[config.mk]
export PLATFORM = sky130hd
export DESIGN_NAME = ahb_master_arb_flat
export DESIGN_NICKNAME = d
export VERILOG_FILES = /design/src/rtl/ahb_master_arb_if.sv /design/src/rtl/ahb_master_arb.sv /design/src/flat_wrapper.sv
export SDC_FILE = /design/constraint.sdc
export NUM_CORES = 1
export LEC_CHECK = 0
export ABC_CLOCK_PERIOD_IN_PS = 2400
export BUFFER_PORTS_ARGS = -buffer_cell sky130_fd_sc_hd__buf_2
export CORE_AREA = 2 2 241 243
export DETAILED_ROUTE_END_ITERATION = 12
export DIE_AREA = 0 0 243 245
export MAX_ROUTING_LAYER = met4
export SLEW_MARGIN = 20
export SYNTH_ARGS = -nofsm -noshare
export SYNTH_HDL_FRONTEND = slang
export SYNTH_SLANG_ARGS = --single-unit
[constraint.sdc]
create_clock -name clk -period 2.4 [get_ports clk]
set_input_delay 0.72 -clock clk [delete_from_list [all_inputs] [get_ports clk]]
set_output_delay 0.72 -clock clk [all_outputs]
set_load 0.1 [all_outputs]
[src/rtl/ahb_master_arb_if.sv]
// rtl/ahb_master_arb_if.sv - bundled master-side, slave-side and handshake signals of the two-master arbiter
interface ahb_master_arb_if #(
    parameter int ADDR_W = 64,
    parameter int DATA_W = 64
);
    logic              m0_bus_req;
    logic              m0_bus_ack;
    logic [ADDR_W-1:0] m0_haddr;
    logic              m0_hwrite;
    logic [2:0]        m0_hsize;
    logic [2:0]        m0_hburst;
    logic [1:0]        m0_htrans;
    logic              m0_hmastlock;
    logic [DATA_W-1:0] m0_hwdata;
    logic              m0_hready;
    logic              m0_hresp;
    logic [DATA_W-1:0] m0_hrdata;

    logic              m1_bus_req;
    logic              m1_bus_ack;
    logic [ADDR_W-1:0] m1_haddr;
    logic              m1_hwrite;
    logic [2:0]        m1_hsize;
    logic [2:0]        m1_hburst;
    logic [1:0]        m1_htrans;
    logic              m1_hmastlock;
    logic [DATA_W-1:0] m1_hwdata;
    logic              m1_hready;
    logic              m1_hresp;
    logic [DATA_W-1:0] m1_hrdata;

    logic [ADDR_W-1:0] haddr;
    logic              hwrite;
    logic [2:0]        hsize;
    logic [2:0]        hburst;
    logic [1:0]        htrans;
    logic              hmastlock;
    logic [DATA_W-1:0] hwdata;
    logic              hready;
    logic              hresp;
    logic [DATA_W-1:0] hrdata;

    // The arbiter sits behind the slave modport; masters and the SoC slave port use the master view.
    modport slave (
        input  m0_bus_req, m0_haddr, m0_hwrite, m0_hsize, m0_hburst, m0_htrans, m0_hmastlock, m0_hwdata,
        output m0_bus_ack, m0_hready, m0_hresp, m0_hrdata,
        input  m1_bus_req, m1_haddr, m1_hwrite, m1_hsize, m1_hburst, m1_htrans, m1_hmastlock, m1_hwdata,
        output m1_bus_ack, m1_hready, m1_hresp, m1_hrdata,
        output haddr, hwrite, hsize, hburst, htrans, hmastlock, hwdata,
        input  hready, hresp, hrdata
    );

    modport master (
        output m0_bus_req, m0_haddr, m0_hwrite, m0_hsize, m0_hburst, m0_htrans, m0_hmastlock, m0_hwdata,
        input  m0_bus_ack, m0_hready, m0_hresp, m0_hrdata,
        output m1_bus_req, m1_haddr, m1_hwrite, m1_hsize, m1_hburst, m1_htrans, m1_hmastlock, m1_hwdata,
        input  m1_bus_ack, m1_hready, m1_hresp, m1_hrdata,
        input  haddr, hwrite, hsize, hburst, htrans, hmastlock, hwdata,
        output hready, hresp, hrdata
    );
endinterface

[src/rtl/ahb_master_arb.sv]
// rtl/ahb_master_arb.sv - two-master AHB-Lite arbiter with lock-aware, non-preemptive ownership
module ahb_master_arb #(
    parameter int ADDR_W = 64,
    parameter int DATA_W = 64,
    parameter bit RR_EN  = 1'b1
) (
    input  logic               clk,
    input  logic               hreset_n,
    ahb_master_arb_if.slave    bus
);

    typedef enum logic [1:0] {
        OWN_NONE = 2'd0,
        OWN_M0   = 2'd1,
        OWN_M1   = 2'd2
    } owner_e;

    owner_e owner_q;
    owner_e owner_d;
    owner_e last_q;
    owner_e last_d;
    owner_e dp_id_q;
    owner_e winner;
    logic   dp_valid_q;
    logic   rel_m0;
    logic   rel_m1;
    logic   arbitrate;

    logic [ADDR_W-1:0] haddr_mux;
    logic              hwrite_mux;
    logic [2:0]        hsize_mux;
    logic [2:0]        hburst_mux;
    logic [1:0]        htrans_mux;
    logic              hmastlock_mux;
    logic [DATA_W-1:0] hwdata_mux;

    // A master may only let go at an idle, unlocked, completed transfer boundary.
    assign rel_m0 = !bus.m0_bus_req && (bus.m0_htrans == 2'b00) && !bus.m0_hmastlock && bus.hready;
    assign rel_m1 = !bus.m1_bus_req && (bus.m1_htrans == 2'b00) && !bus.m1_hmastlock && bus.hready;

    always_comb begin
        winner = OWN_NONE;
        if (bus.m0_bus_req && bus.m1_bus_req) begin
            winner = (RR_EN && (last_q == OWN_M0)) ? OWN_M1 : OWN_M0;
        end else if (bus.m0_bus_req) begin
            winner = OWN_M0;
        end else if (bus.m1_bus_req) begin
            winner = OWN_M1;
        end
    end

    always_comb begin
        owner_d   = owner_q;
        last_d    = last_q;
        arbitrate = 1'b0;
        case (owner_q)
            OWN_NONE: arbitrate = 1'b1;
            OWN_M0:   arbitrate = rel_m0;
            OWN_M1:   arbitrate = rel_m1;
            default:  arbitrate = 1'b1;
        endcase
        // Release and re-grant share one edge, so a waiting master takes over with no dead cycle.
        if (arbitrate) begin
            owner_d = winner;
            if (winner != OWN_NONE) begin
                last_d = winner;
            end
        end
    end

    always_ff @(posedge clk or negedge hreset_n) begin
        if (!hreset_n) begin
            owner_q    <= OWN_NONE;
            last_q     <= OWN_M1;
            dp_valid_q <= 1'b0;
            dp_id_q    <= OWN_M0;
        end else begin
            owner_q <= owner_d;
            last_q  <= last_d;
            if (bus.hready) begin
                dp_valid_q <= (owner_q != OWN_NONE) && htrans_mux[1];
                dp_id_q    <= owner_q;
            end
        end
    end

    always_comb begin
        haddr_mux     = '0;
        hwrite_mux    = 1'b0;
        hsize_mux     = 3'b000;
        hburst_mux    = 3'b000;
        htrans_mux    = 2'b00;
        hmastlock_mux = 1'b0;
        case (owner_q)
            OWN_M0: begin
                haddr_mux     = bus.m0_haddr;
                hwrite_mux    = bus.m0_hwrite;
                hsize_mux     = bus.m0_hsize;
                hburst_mux    = bus.m0_hburst;
                htrans_mux    = bus.m0_htrans;
                hmastlock_mux = bus.m0_hmastlock;
            end
            OWN_M1: begin
                haddr_mux     = bus.m1_haddr;
                hwrite_mux    = bus.m1_hwrite;
                hsize_mux     = bus.m1_hsize;
                hburst_mux    = bus.m1_hburst;
                htrans_mux    = bus.m1_htrans;
                hmastlock_mux = bus.m1_hmastlock;
            end
            default: begin
                haddr_mux     = '0;
                hwrite_mux    = 1'b0;
                hsize_mux     = 3'b000;
                hburst_mux    = 3'b000;
                htrans_mux    = 2'b00;
                hmastlock_mux = 1'b0;
            end
        endcase
    end

    always_comb begin
        hwdata_mux = '0;
        if (dp_valid_q && (dp_id_q == OWN_M0)) begin
            hwdata_mux = bus.m0_hwdata;
        end else if (dp_valid_q && (dp_id_q == OWN_M1)) begin
            hwdata_mux = bus.m1_hwdata;
        end
    end

    assign bus.haddr     = haddr_mux;
    assign bus.hwrite    = hwrite_mux;
    assign bus.hsize     = hsize_mux;
    assign bus.hburst    = hburst_mux;
    assign bus.htrans    = htrans_mux;
    assign bus.hmastlock = hmastlock_mux;
    assign bus.hwdata    = hwdata_mux;

    assign bus.m0_bus_ack = (owner_q == OWN_M0);
    assign bus.m1_bus_ack = (owner_q == OWN_M1);

    assign bus.m0_hready = bus.hready;
    assign bus.m1_hready = bus.hready;
    assign bus.m0_hrdata = bus.hrdata;
    assign bus.m1_hrdata = bus.hrdata;

    // Only the data-phase owner sees an error; the bystander always reads OKAY.
    assign bus.m0_hresp = dp_valid_q && (dp_id_q == OWN_M0) && bus.hresp;
    assign bus.m1_hresp = dp_valid_q && (dp_id_q == OWN_M1) && bus.hresp;

endmodule

[src/flat_wrapper.sv]
// flat-port wrapper written by rule: the top's interface ports become plain ports
module ahb_master_arb_flat 
#(
    parameter int ADDR_W = 64,
    parameter int DATA_W = 64,
    parameter bit RR_EN  = 1'b1
)
  (clk, hreset_n, bus_m0_bus_req, bus_m0_haddr, bus_m0_hwrite, bus_m0_hsize, bus_m0_hburst, bus_m0_htrans, bus_m0_hmastlock, bus_m0_hwdata, bus_m0_bus_ack, bus_m0_hready, bus_m0_hresp, bus_m0_hrdata, bus_m1_bus_req, bus_m1_haddr, bus_m1_hwrite, bus_m1_hsize, bus_m1_hburst, bus_m1_htrans, bus_m1_hmastlock, bus_m1_hwdata, bus_m1_bus_ack, bus_m1_hready, bus_m1_hresp, bus_m1_hrdata, bus_haddr, bus_hwrite, bus_hsize, bus_hburst, bus_htrans, bus_hmastlock, bus_hwdata, bus_hready, bus_hresp, bus_hrdata);
  ahb_master_arb_if #(.ADDR_W(ADDR_W), .DATA_W(DATA_W)) bus_i ();
  input  logic clk;
  input  logic hreset_n;
  input wire logic [$bits(bus_i.m0_bus_req)-1:0] bus_m0_bus_req;
  input wire logic [$bits(bus_i.m0_haddr)-1:0] bus_m0_haddr;
  input wire logic [$bits(bus_i.m0_hwrite)-1:0] bus_m0_hwrite;
  input wire logic [$bits(bus_i.m0_hsize)-1:0] bus_m0_hsize;
  input wire logic [$bits(bus_i.m0_hburst)-1:0] bus_m0_hburst;
  input wire logic [$bits(bus_i.m0_htrans)-1:0] bus_m0_htrans;
  input wire logic [$bits(bus_i.m0_hmastlock)-1:0] bus_m0_hmastlock;
  input wire logic [$bits(bus_i.m0_hwdata)-1:0] bus_m0_hwdata;
  output wire logic [$bits(bus_i.m0_bus_ack)-1:0] bus_m0_bus_ack;
  output wire logic [$bits(bus_i.m0_hready)-1:0] bus_m0_hready;
  output wire logic [$bits(bus_i.m0_hresp)-1:0] bus_m0_hresp;
  output wire logic [$bits(bus_i.m0_hrdata)-1:0] bus_m0_hrdata;
  input wire logic [$bits(bus_i.m1_bus_req)-1:0] bus_m1_bus_req;
  input wire logic [$bits(bus_i.m1_haddr)-1:0] bus_m1_haddr;
  input wire logic [$bits(bus_i.m1_hwrite)-1:0] bus_m1_hwrite;
  input wire logic [$bits(bus_i.m1_hsize)-1:0] bus_m1_hsize;
  input wire logic [$bits(bus_i.m1_hburst)-1:0] bus_m1_hburst;
  input wire logic [$bits(bus_i.m1_htrans)-1:0] bus_m1_htrans;
  input wire logic [$bits(bus_i.m1_hmastlock)-1:0] bus_m1_hmastlock;
  input wire logic [$bits(bus_i.m1_hwdata)-1:0] bus_m1_hwdata;
  output wire logic [$bits(bus_i.m1_bus_ack)-1:0] bus_m1_bus_ack;
  output wire logic [$bits(bus_i.m1_hready)-1:0] bus_m1_hready;
  output wire logic [$bits(bus_i.m1_hresp)-1:0] bus_m1_hresp;
  output wire logic [$bits(bus_i.m1_hrdata)-1:0] bus_m1_hrdata;
  output wire logic [$bits(bus_i.haddr)-1:0] bus_haddr;
  output wire logic [$bits(bus_i.hwrite)-1:0] bus_hwrite;
  output wire logic [$bits(bus_i.hsize)-1:0] bus_hsize;
  output wire logic [$bits(bus_i.hburst)-1:0] bus_hburst;
  output wire logic [$bits(bus_i.htrans)-1:0] bus_htrans;
  output wire logic [$bits(bus_i.hmastlock)-1:0] bus_hmastlock;
  output wire logic [$bits(bus_i.hwdata)-1:0] bus_hwdata;
  input wire logic [$bits(bus_i.hready)-1:0] bus_hready;
  input wire logic [$bits(bus_i.hresp)-1:0] bus_hresp;
  input wire logic [$bits(bus_i.hrdata)-1:0] bus_hrdata;
  assign bus_i.m0_bus_req = bus_m0_bus_req;
  assign bus_i.m0_haddr = bus_m0_haddr;
  assign bus_i.m0_hwrite = bus_m0_hwrite;
  assign bus_i.m0_hsize = bus_m0_hsize;
  assign bus_i.m0_hburst = bus_m0_hburst;
  assign bus_i.m0_htrans = bus_m0_htrans;
  assign bus_i.m0_hmastlock = bus_m0_hmastlock;
  assign bus_i.m0_hwdata = bus_m0_hwdata;
  assign bus_m0_bus_ack = bus_i.m0_bus_ack;
  assign bus_m0_hready = bus_i.m0_hready;
  assign bus_m0_hresp = bus_i.m0_hresp;
  assign bus_m0_hrdata = bus_i.m0_hrdata;
  assign bus_i.m1_bus_req = bus_m1_bus_req;
  assign bus_i.m1_haddr = bus_m1_haddr;
  assign bus_i.m1_hwrite = bus_m1_hwrite;
  assign bus_i.m1_hsize = bus_m1_hsize;
  assign bus_i.m1_hburst = bus_m1_hburst;
  assign bus_i.m1_htrans = bus_m1_htrans;
  assign bus_i.m1_hmastlock = bus_m1_hmastlock;
  assign bus_i.m1_hwdata = bus_m1_hwdata;
  assign bus_m1_bus_ack = bus_i.m1_bus_ack;
  assign bus_m1_hready = bus_i.m1_hready;
  assign bus_m1_hresp = bus_i.m1_hresp;
  assign bus_m1_hrdata = bus_i.m1_hrdata;
  assign bus_haddr = bus_i.haddr;
  assign bus_hwrite = bus_i.hwrite;
  assign bus_hsize = bus_i.hsize;
  assign bus_hburst = bus_i.hburst;
  assign bus_htrans = bus_i.htrans;
  assign bus_hmastlock = bus_i.hmastlock;
  assign bus_hwdata = bus_i.hwdata;
  assign bus_i.hready = bus_hready;
  assign bus_i.hresp = bus_hresp;
  assign bus_i.hrdata = bus_hrdata;
  ahb_master_arb #(.ADDR_W(ADDR_W), .DATA_W(DATA_W), .RR_EN(RR_EN)) u_core (.clk(clk), .hreset_n(hreset_n), .bus(bus_i));
endmodule
== After elaboration in Yosys (flattened, before gate mapping) ==
Index checks and enable logic that the tools add are counted.

* Reduce and logical (&&, ||, !) cells: 21
* Mux-type cells: 13
* Equal/unequal tests: 5

{| class="wikitable"
|+ Operators by type and width
! kind !! number
|-
| 64-bit two-way mux || 2
|-
| 64-bit one-hot mux with 2 select lines || 1
|-
| 1-bit logical AND || 12
|-
| 3-bit one-hot mux with 2 select lines || 2
|-
| 2-bit two-way mux || 4
|-
| 2-bit by 1-bit equality test with 1-bit output (second input constant) || 3
|-
| 1-bit one-hot mux with 2 select lines || 3
|-
| 2-bit equality test (second input constant) || 2
|-
| 1-bit logical NOT || 4
|-
| 2-bit logical NOT || 2
|-
| 2-bit one-hot mux with 2 select lines || 1
|-
| 2-bit nonzero test || 2
|-
| 2-bit AND reduction || 1
|}

* Input port bits: 346
* Output and inout bits: 272
* Register bits: 7
* Logic and storage cells: 43

== Depth between registers and ports, before layout ==
* Word-level depth: 6
* Gate-level depth with buffers: 6
* Mapped depth without buffers: 6

== Worst setup path before layout ==
No wires, ideal clock.

* Kind: register to output
* Start point: register u_core.owner_q[1]
* End point: output port bus_haddr[0]
* Arrival: 3,343 ps
* Setup slack: -1,663 ps
* Data required time: 1,680 ps
* Buffers on the path: 2
* Stages on the path, launching flop included: 7
* Path through: dfrtp_1 -> inv_1 -> ha_1 -> clkbuf_1 -> buf_1 -> a22oi_1 -> nor2b_1

* Word-level cells in the longest chain between the ends: 2
* Elaborated cells on any way between the ends: 3
* Classes of those cells: eq/ne (2); mux (1)

{| class="wikitable"
|+ Ends and longest elaborated chain
! item !! RTL line !! RTL
|-
| from (decl) || ahb_master_arb.sv:18 || <nowiki>owner_e owner_q;</nowiki>
|-
| from (signal assigned) || ahb_master_arb.sv:78 || <nowiki>owner_q <= owner_d;</nowiki>
|-
| 2-bit by 1-bit equality test with 1-bit output || - ||
|-
| net bus_m0_bus_ack || flat_wrapper.sv:20 || <nowiki>output wire logic [$bits(bus_i.m0_bus_ack)-1:0] bus_m0_bus_ack;</nowiki>
|-
| 64-bit one-hot mux with 2 select lines || ahb_master_arb.sv:94 || <nowiki>case (owner_q)</nowiki>
|-
| to (decl) || flat_wrapper.sv:36 || <nowiki>output wire logic [$bits(bus_i.haddr)-1:0] bus_haddr;</nowiki>
|}

The timed path passes the listed nets, and every way through them passes these cells.

== Final worst setup path ==
* Start point: register u_core.dp_id_q[0]
* End point: output port bus_hwdata[43]

* Word-level cells in the longest chain between the ends: 4
* Elaborated cells on any way between the ends: 6
* Classes of those cells: eq/ne (2); mux (2); reduce/logical (2)

{| class="wikitable"
|+ Ends and longest elaborated chain
! item !! RTL line !! RTL
|-
| from (decl) || ahb_master_arb.sv:22 || <nowiki>owner_e dp_id_q;</nowiki>
|-
| from (signal assigned) || ahb_master_arb.sv:82 || <nowiki>dp_id_q <= owner_q;</nowiki>
|-
| 2-bit equality test || ahb_master_arb.sv:126 || <nowiki>end else if (dp_valid_q && (dp_id_q == OWN_M1)) begin</nowiki>
|-
| 1-bit logical AND || ahb_master_arb.sv:126 ||
|-
| 64-bit two-way mux || ahb_master_arb.sv:126 ||
|-
| 64-bit two-way mux (*) || ahb_master_arb.sv:124 || <nowiki>if (dp_valid_q && (dp_id_q == OWN_M0)) begin</nowiki>
|-
| to (decl) || flat_wrapper.sv:42 || <nowiki>output wire logic [$bits(bus_i.hwdata)-1:0] bus_hwdata;</nowiki>
|}

Mark *: on every way between the ends. The rest lies on a longest branch, timed or not.

==> flow_summary_export.csv <==
group,metric,value,unit
run_status,status,"finished, violations left",
run_status,violations,"setup timing",
pwr,p_per_area,1350,nW/um^2
worst_setup_path,timing.rr.end,"u_core.last_q[0]",
sta,tns,-6.27,ns
place,pre_cts_slack,0.0560,ns
synthesis,synthSimpleGateAreaFrac,0.180,
floorplan,initial_core_util,0.0552,
detailed_routing,drt_iter0_drc,109,
sta,max_slew_margin,0.728,
synthesis,synthCells,418,
worst_setup_path,startpoint_type,"register",
synthesis,synth-seq-area-share,0.0564,
worst_setup_path,cp_max_fo,10,
global_routing,met3_usage,0.0376,
detailed_routing,post-route-drc-count,0,
worst_setup_path,ff2ff_setup_slack,0.10,ns
sta,worst_hold_slack,0.322,ns
worst_setup_path,critPathKind,"register to output pin",
synthesis,synthAdderAreaFrac,0.0119,
floorplan,core_area,57000,um^2
worst_setup_path,path_cells,"and3b_4 > clkbuf_16 > a22o_2 > buf_12",
worst_setup_path,slowest_delay,0.56,ns
synthesis,netlist_area,3150,um^2
clock_tree,clk_pin_slew,0.04,ns
global_routing,grtUsageMet2,0.176,
detailed_routing,vias_per_cell,3.16,
detailed_routing,drt.antenna.violating_nets,0,
cells_and_area,final_common_cell,"buf_2",
synthesis,synth-compound-area-share,0.375,
sta,rsz0062_at_grt,"yes",
worst_hold_path,hold_path.class,"input port to asynchronous set/reset pin",
worst_setup_path,arrival,1.78,ns
synthesis,synth_top_family_by_area,"compound AO/OA/AOI/OAI gates",
global_routing,grt_overflow_total,0,
sta,setup_viol,123,
clock_tree,cts_root_buffer,"clkbuf_16",
cells_and_area,final_core_util,0.176,
floorplan,die_h,245,um
worst_setup_path,r2r_cells,9,
synthesis,synth.distinct_cells,27,
clock_tree,ctsHoldBuffers,0,
place,postPlaceCellArea,8390,um^2
cells_and_area,areaGrowthSynthToFinish,218,%
place,dp.cells,1469,
sta,finalWorstSetupSlack,-0.102,ns
floorplan,die_w,243,um
place,port_buffers,425,
detailed_routing,firstDrtPassIters,4,
synthesis,synth_nets,767,
worst_setup_path,slowest_stage,"dfstp_2",
sta,drv_slew,0,
clock_tree,cts.sinks,7,
global_routing,track_usage,0.0953,
global_routing,top_usage_layer,"met2",
sta,fmax,400,MHz
place,place_congestion,0.882,
cells_and_area,final_cells,1536,
sta,skew,0.00152,ns
global_routing,grt_max_degree,40,
synthesis,ys_warn_count,0,
global_routing,grt_pass1_vias,4863,
sta,fin_crit,2.50,ns
pwr,ir_worst_vdd,922,uV
floorplan,io_pins,618,
sta,worstMarginPinSlew,0.405,ns
place,dp_hpwl,25300,um
cells_and_area,finish.instance_area,10000,um^2
synthesis,synth_xor_area_frac,0,
clock_tree,clk_latency,0.23,ns
detailed_routing,routedWlPerCell,20.3,um
worst_setup_path,r2r_start,"u_core.owner_q[1]",
cells_and_area,drive_gt1_frac,0.969,
sta,hold_viol_final,0,
cells_and_area,final_cell_mix,"281 x buf_2, 157 x buf_12, 74 x nor2b_4, 72 x a22oi_2, 50 x a22o_4",
global_routing,use_met1,0.0895,
clock_tree,cts_tree,"yes",
synthesis,syn_area_per_cell,7.54,um^2
detailed_routing,routed_wl,31100,um
synthesis,synth_mux_area_frac,0.0107,
global_routing,grt_antenna_before_repair,43,
clock_tree,clockBufferDepth,2,
job,cap_violations,0,
clock_tree,htree_levels,1,
worst_setup_path,end_kind,"output pin",
pwr,p_leak,4.24,nW
pwr,p_total,13.6,mW
global_routing,grt_pass1_wl,38300,um
clock_tree,numCtsBuffers,3,
synthesis,synth_seq_cells,7,
floorplan,row_count,88,
cells_and_area,finalNetCount,1101,
detailed_routing,dr_total_vias,4861,
floorplan,die_area,59500,um^2
sta,post-route-period-util,1.04,
worst_setup_path,required,1.68,ns
## layer usage
metal,share of wire,vias up,wire (um)
li1,-,2085,-
met1,0.33,2183,10300
met2,0.52,513,16100
met3,0.10,80,3230
met4,0.050,0,1540
met5,0,-,0
## how the worst max path moves through the flow
stage / cells after the start / startpoint / to
after floorplan: 6 / u_core.owner_q[0] / bus_haddr[10]
after global placement: 6 / u_core.dp_id_q[0] / bus_hwdata[23]
after detailed placement: 6 / u_core.dp_id_q[0] / bus_hwdata[23]
after CTS: 6 / u_core.dp_id_q[0] / bus_m0_hresp
after global routing: 7 / u_core.owner_q[1] / bus_haddr[58]
final: 4 / u_core.dp_id_q[0] / bus_hwdata[43]
## power breakdown
| part | internal, mW | switching (mW) |
|---|---|---|
| Combinational | 5.81 | 7.25 |
| Sequential | 0.187 | 0.0556 |
| Clock | 0.221 | 0.0587 |
| Total | 6.22 | 7.37 |
## synthesized netlist by cell type (all sizes together)
cell type    n  area (um^2)
a22oi       74          556
nor4         1         6.26
nor2b       76          475
and3b        1         8.76
a21bo        1         10.0
nor4b        1         23.8
a21o         1         7.51
nand3        1         5.00
a31o         2         17.5
a211oi       1         12.5
ha           3         37.5
dfrtp        5          125
and2         3         18.8
a22o        64          561
o21ai        2         10.0
clkbuf      15         56.3
dfstp        2         52.6
buf        153         1080
mux2         3         33.8
o21bai       1         7.51
inv          3         11.3
nand2        1         3.75
nand3b       2         18.8
nor2         2         7.51
## cells by family (layout without fill, tap and decap cells)
group	count (synthesis)	in the layout
adder cells (fa/ha/maj)	3	3
buffers and inverters	171	504
flip-flops	7	7
AO/OA/AOI/OAI	146	146
multiplexers	3	3
other	0	20
AND/OR/NAND/NOR	88	88
## registers in the layout, indices dropped and copies added, names as in the netlist
register / cells
u_core.owner_q: 2
u_core.last_q: 2
u_core.dp_valid_q: 1
u_core.dp_id_q: 2
## final cells by class
type,instances,area (um^2)
Multi-Input combinational cell,240,3250
Antenna cell,20,50.0
Fill cell,6317,47000
Sequential cell,7,179
Clock buffer,4,78.8
Tap cell,765,957
Inverter,3,11.3
Timing Repair Buffer,497,5500
## repair_timing
action,in CTS,in global routing
endpoints found under the setup margin,134,139
resized for setup,109,41
pin swaps,19,30
gates cloned,9,13
setup buffers,16,9
## critical path: cells and delay by family (launching register included)
family | cells | cell delay (ns)
buf+inv | 2 | 0.38
simple gates | 1 | 0.30
compound gates | 1 | 0.28
flops | 1 | 0.56
Note: power is estimated with default switching activity, not from simulation.
